$ cat src/rtl/keypad_pkg.sv
// Shared definitions for the 4x4 keypad scanner: state encoding, key map and
// column rotation reset value.
package keypad_pkg;

    typedef logic [1:0] kpd_state_t;

    localparam kpd_state_t ST_SCAN     = 2'd0;
    localparam kpd_state_t ST_DEBOUNCE = 2'd1;
    localparam kpd_state_t ST_PRESSED  = 2'd2;
    localparam kpd_state_t ST_RELEASE  = 2'd3;

    localparam logic [3:0] COL_RESET = 4'b1110;

    // Nibble {row, col} holds the key code; row0 is 1,2,3,A ... row3 is 0,F,E,D.
    localparam logic [63:0] KEY_MAP = 64'hDEF0_C987_B654_A321;

    function automatic logic [3:0] key_lookup(input logic [1:0] row, input logic [1:0] col);
        return KEY_MAP[{row, col, 2'b00} +: 4];
    endfunction

    function automatic logic [9:0] digit_onehot_of(input logic [3:0] code);
        return (code <= 4'd9) ? (10'd1 << code) : 10'd0;
    endfunction

endpackage

$ cat src/rtl/kpd_scan_timer.sv
// Free-running dwell counter; tick_o marks the terminal count of each column
// dwell period.
module kpd_scan_timer #(
    parameter int unsigned SCAN_CYCLES = 100000
) (
    input  logic clk,
    input  logic rst,
    output logic tick_o
);

    localparam int unsigned CntW = (SCAN_CYCLES > 1) ? $clog2(SCAN_CYCLES) : 1;
    localparam logic [CntW-1:0] LastCnt = CntW'(SCAN_CYCLES - 1);

    logic [CntW-1:0] cnt_q, cnt_d;

    assign tick_o = (cnt_q == LastCnt);

    always_comb begin
        cnt_d = tick_o ? '0 : cnt_q + 1'b1;
    end

    always_ff @(posedge clk) begin
        if (rst) begin
            cnt_q <= '0;
        end else begin
            cnt_q <= cnt_d;
        end
    end

endmodule

$ cat src/rtl/keypad_scanner.sv
// 4x4 matrix keypad scanner: rotates an active-low column drive, debounces a
// single pressed key and reports it once per physical press.
module keypad_scanner
    import keypad_pkg::*;
#(
    parameter int unsigned SCAN_CYCLES      = 100000,
    parameter int unsigned DEBOUNCE_SAMPLES = 20
) (
    input  logic       clk,
    input  logic       rst,
    input  logic [3:0] row_in,
    output logic [3:0] col_out,
    output logic [3:0] key_code,
    output logic       key_valid,
    output logic [9:0] digit_onehot,
    output logic       key_held
);

    localparam int unsigned DebW = (DEBOUNCE_SAMPLES > 1) ? $clog2(DEBOUNCE_SAMPLES + 1) : 1;
    localparam logic [DebW-1:0] DebLast = DebW'(DEBOUNCE_SAMPLES - 1);
    localparam bit SingleSample = (DEBOUNCE_SAMPLES <= 1);

    logic [3:0] row_s1_q, row_s2_q;
    kpd_state_t state_q, state_d;
    logic [3:0] col_q, col_d, col_rot;
    logic [3:0] row_pat_q, row_pat_d;
    logic [DebW-1:0] deb_cnt_q, deb_cnt_d, rel_cnt_q, rel_cnt_d;
    logic [3:0] key_code_q, key_code_d;
    logic       key_valid_q, key_valid_d;
    logic [9:0] onehot_q, onehot_d;
    logic       tick, one_low, all_high, accept;
    logic [1:0] row_idx, col_idx;

    kpd_scan_timer #(
        .SCAN_CYCLES(SCAN_CYCLES)
    ) u_timer (
        .clk   (clk),
        .rst   (rst),
        .tick_o(tick)
    );

    assign col_rot  = {col_q[2:0], col_q[3]};
    assign all_high = (row_s2_q == 4'b1111);

    always_comb begin
        one_low = 1'b1;
        case (row_s2_q)
            4'b1110, 4'b1101, 4'b1011, 4'b0111: one_low = 1'b1;
            default:                            one_low = 1'b0;
        endcase
    end

    // Row index comes from the latched pattern, which equals the live sample on accept.
    always_comb begin
        row_idx = 2'd0;
        case (row_pat_d)
            4'b1101: row_idx = 2'd1;
            4'b1011: row_idx = 2'd2;
            4'b0111: row_idx = 2'd3;
            default: row_idx = 2'd0;
        endcase
    end

    always_comb begin
        col_idx = 2'd0;
        case (col_q)
            4'b1101: col_idx = 2'd1;
            4'b1011: col_idx = 2'd2;
            4'b0111: col_idx = 2'd3;
            default: col_idx = 2'd0;
        endcase
    end

    always_comb begin
        state_d     = state_q;
        col_d       = col_q;
        row_pat_d   = row_pat_q;
        deb_cnt_d   = deb_cnt_q;
        rel_cnt_d   = rel_cnt_q;
        key_code_d  = key_code_q;
        key_valid_d = 1'b0;
        onehot_d    = '0;
        accept      = 1'b0;

        if (tick) begin
            case (state_q)
                ST_SCAN: begin
                    if (one_low) begin
                        row_pat_d = row_s2_q;
                        deb_cnt_d = DebW'(1);
                        if (SingleSample) begin
                            accept = 1'b1;
                        end else begin
                            state_d = ST_DEBOUNCE;
                        end
                    end else begin
                        col_d = col_rot;
                    end
                end
                ST_DEBOUNCE: begin
                    if (row_s2_q == row_pat_q) begin
                        if (deb_cnt_q == DebLast) begin
                            accept = 1'b1;
                        end else begin
                            deb_cnt_d = deb_cnt_q + 1'b1;
                        end
                    end else begin
                        state_d   = ST_SCAN;
                        col_d     = col_rot;
                        deb_cnt_d = '0;
                    end
                end
                ST_PRESSED: begin
                    if (all_high) begin
                        if (SingleSample) begin
                            state_d = ST_SCAN;
                            col_d   = col_rot;
                        end else begin
                            state_d   = ST_RELEASE;
                            rel_cnt_d = DebW'(1);
                        end
                    end
                end
                ST_RELEASE: begin
                    if (!all_high) begin
                        state_d   = ST_PRESSED;
                        rel_cnt_d = '0;
                    end else if (rel_cnt_q == DebLast) begin
                        state_d   = ST_SCAN;
                        col_d     = col_rot;
                        rel_cnt_d = '0;
                    end else begin
                        rel_cnt_d = rel_cnt_q + 1'b1;
                    end
                end
                default: state_d = ST_SCAN;
            endcase
        end

        if (accept) begin
            state_d     = ST_PRESSED;
            deb_cnt_d   = '0;
            key_valid_d = 1'b1;
            key_code_d  = key_lookup(row_idx, col_idx);
            onehot_d    = digit_onehot_of(key_code_d);
        end
    end

    always_ff @(posedge clk) begin
        if (rst) begin
            row_s1_q    <= 4'b1111;
            row_s2_q    <= 4'b1111;
            state_q     <= ST_SCAN;
            col_q       <= COL_RESET;
            row_pat_q   <= 4'b1111;
            deb_cnt_q   <= '0;
            rel_cnt_q   <= '0;
            key_code_q  <= '0;
            key_valid_q <= 1'b0;
            onehot_q    <= '0;
        end else begin
            row_s1_q    <= row_in;
            row_s2_q    <= row_s1_q;
            state_q     <= state_d;
            col_q       <= col_d;
            row_pat_q   <= row_pat_d;
            deb_cnt_q   <= deb_cnt_d;
            rel_cnt_q   <= rel_cnt_d;
            key_code_q  <= key_code_d;
            key_valid_q <= key_valid_d;
            onehot_q    <= onehot_d;
        end
    end

    assign col_out      = col_q;
    assign key_code     = key_code_q;
    assign key_valid    = key_valid_q;
    assign digit_onehot = onehot_q;
    assign key_held     = (state_q == ST_PRESSED) || (state_q == ST_RELEASE);

endmodule

$ cat config.mk
export PLATFORM = sky130hd
export DESIGN_NAME = keypad_scanner
export DESIGN_NICKNAME = d
export VERILOG_FILES = /design/src/rtl/keypad_pkg.sv /design/src/rtl/kpd_scan_timer.sv /design/src/rtl/keypad_scanner.sv
export SDC_FILE = /design/constraint.sdc
export NUM_CORES = 1
export LEC_CHECK = 0
export ABC_CLOCK_PERIOD_IN_PS = 2800
export BUFFER_PORTS_ARGS = -buffer_cell sky130_fd_sc_hd__buf_2
export CAP_MARGIN = 20
export CORE_UTILIZATION = 58
export CTS_CLUSTER_SIZE = 8
export DETAILED_ROUTE_END_ITERATION = 7
export PLACE_DENSITY = 0.8
export SETUP_SLACK_MARGIN = 0.05
export SYNTH_ARGS = -nofsm -noshare
export SYNTH_HDL_FRONTEND = slang
export SYNTH_SLANG_ARGS = --single-unit
$ cat constraint.sdc
create_clock -name clk -period 2.8 [get_ports clk]
set_input_delay 0.56 -clock clk [delete_from_list [all_inputs] [get_ports clk]]
set_output_delay 0.56 -clock clk [all_outputs]
set_load 0.02 [all_outputs]
==> summary.txt <==
Sequential share of the synthesized area: 0.428
Layout cells sized above 1: 0.226
R2R depth: 7
I/O Buffers: 25
Vias after detailed routing: 2168
Initial antenna violation count: 0
Worst vdd ir: 0.346 mV
Critical register-to-register path startpoint: u_timer.cnt_q[15]
Share of flip-flops with an asynchronous set or reset: 0
Combinational power share: 0.033
RePlAce Congestion: 0.830
Post-DP HPWL: 3610 microns
Total Routing Usage GR: 0.220
Switch share: 0.217
DP Worst Slack: 281 ps
Final Util: 0.696
Crit path time final: 2490 ps
Flop pwr share: 0.547
Final wirelength: 5050 microns
Post-Syn Nets: 315
Final net count: 343
PwrDens: 508 nW/um^2
ANT cells: 0
Row cnt: 24
CP cell instances: nor4bb_1 > and3_2 > nand4_4 > mux2i_4 > mux2i_1 > nor4b_4 > nor3b_2
Hold Path Depth: 2
WL/cell: 13.0 microns
Crit path required time: 3060 ps
First-pass GRT wire length: 8720 microns
Clock group share of total power: 0.420
Worst Skew: 6.44 ps
First DRT Iteration DRCs: 93
FF-to-FF End: digit_onehot[3]
Reg2Reg Setup Slack: 310 ps
Number of global-route vias before repair: 1975
Startpoint Class: flop
Psw: 0.346 mW
Avg Inst Size Synth: 9.24 sq um
Die ar.: 5130 sq um
Leakage: 1.34 nW
DRC violations left: 0
Worst Hold Class: primary input to flop
Worst-path clk slew: 60 ps
Largest net degree at the start of global routing: 27
Critical-path top delay cell: mux2i_1
Post-CTS setup buffer count: 0
Synth Warn #: 0
Fmax: 402 MHz
Die W: 71.6 microns
Flops & latches, synth: 60
Crit path buffers/inverters: 0
Hold wc startpoint: row_in[2]
Cells after synthesis: 304
Hold_buf cts: 0
Setup TNS: 0 ps
Crit-path leading delay family: simple AND/OR/NAND/NOR gates
Max cap viols: 0
Core area: 4500 sq um
Crit. End Element: flop
Setup CP Type: flop to flop
Netlist cell types: 54
CTS tree: built
Synthesis-to-finish area growth: 11.7%
Detail Route Antenna Nets: 0
Sinks on Clock Net: 60
Largest stage delay, worst path: 380 ps
Fin. max-slew vios: 0
Post-cts resize count: 0
CTS max path bufs: 2
Slew HR: 0.660
Initial Util: 0.624
Final Cycle Share: 0.888
Worst Setup Slack, final: 313 ps
Commonest non-fill, non-tap cell in the layout: dfxtp_1
Total number of H-tree levels: 3
WP data arrival: 2750 ps
Status: finished, final reports clean
Hold Vio Cnt, Final: 0
Ys flop type: dfxtp_1
Final Setup Violations: 0
Number of synthesized flops with an enable pin: 0
Via density: 5.59
RSZ-0062 raised after global routing: no
Number of I/O pins: 26
Cell Int Power: 1.25 mW
Clock buffer count from CTS: 9
Setup crit start: u_timer.cnt_q[15]
Worst min-delay path endpoint: row_s1_q[2]
Die Y: 71.6 microns
Commonest non-fill, non-tap cells in the layout: dfxtp_1, nor2_1, buf_2
Clock latency at the later pin of the worst-skew pair: 340 ps
Post-Syn Area: 2810 sq um
Clock root buffer: clkbuf_8
Iteration count of the initial detailed-routing pass: 4
Worst Path Max Fanout: 13
Slew @ Worst Pin: 506 ps
GRT Residual Overflow: 0
==> through the flow <==
stage | hold WS, ps | area [sq um] | power (mW) | cells
floorplan | 389 | 2810 | 0.931 | 304
global placement | 394 | 2960 | 0.941 | 373
detailed placement | 397 | 2960 | 0.942 | 373
CTS | 392 | 3130 | 1.61 | 388
global route | 405 | 3140 | 1.65 | 388
finish | 404 | 3140 | 1.59 | 388
==> layer usage <==
metal / track usage / routed length [microns]
met1: 0.263 / 2380
met2: 0.365 / 2380
met3: 0.0422 / 154
met4: 0.142 / 140
met5: 0 / 0
==> cells by family after synthesis <==
logic type	Yosys count	share of synthesized area
AOI/OAI and AO/OA	32	0.0873
xor gates and xnor gates	33	0.103
adders and majority gates	5	0.0223
buffers and inverters	23	0.0396
DFF	60	0.428
muxes	5	0.0223
and+or+nand+nor	146	0.298
==> cell usage after synthesis (5+ instances only) <==
library cell / count / share of area
nor3_1: 8 / 0.014
nand4_1: 7 / 0.016
ha_1: 5 / 0.022
o21ai_0: 6 / 0.011
xnor2_1: 10 / 0.031
xor2_1: 23 / 0.072
and3_1: 12 / 0.027
a211o_1: 7 / 0.022
nand2_1: 19 / 0.025
nor2_1: 41 / 0.055
or2_2: 12 / 0.027
inv_1: 11 / 0.015
nand3_1: 15 / 0.027
clkbuf_1: 6 / 0.0080
dfxtp_1: 60 / 0.43
==> flip-flops by register name, summed over array words and instances (netlist names) <==
name,flops
deb_cnt_q,5
rel_cnt_q,5
col_out,4
u_timer.cnt_q,17
key_code,4
key_valid,1
row_pat_q,4
row_s1_q,4
state_q,2
row_s2_q,4
digit_onehot,10
==> worst max path at each step <==
stage                 endpoint  cells after the start  slack [ps]
2_1_floorplan  digit_onehot[3]                      8         630
3_3_place_gp   digit_onehot[2]                      7         380
3_5_place_dp   digit_onehot[3]                      8         280
4_1_cts        digit_onehot[3]                      8         280
5_1_grt        digit_onehot[3]                      8          90
6_report       digit_onehot[3]                      7         310
==> final cells by class <==
cell class,instances,area (sq um)
Clock inverter,2,10.0
Inverter,11,41.3
Clock buffer,13,159
Fill cell,370,1370
Sequential cell,60,1200
Timing Repair Buffer,29,155
Tap cell,52,65.1
Multi-Input combinational cell,221,1510
==> power groups by stage <==
| stage | combinational, mW | sequential (mW) | clock (mW) |
|---|---|---|---|
| 3_5_place_dp | 0.0528 | 0.890 | 0 |
| 4_1_cts | 0.0531 | 0.871 | 0.688 |
| 3_3_place_gp | 0.0521 | 0.889 | 0 |
| 6_report | 0.0526 | 0.871 | 0.670 |
| 5_1_grt | 0.0593 | 0.871 | 0.720 |
| 2_1_floorplan | 0.0450 | 0.886 | 0 |
Power figures use the tool's default switching activity.
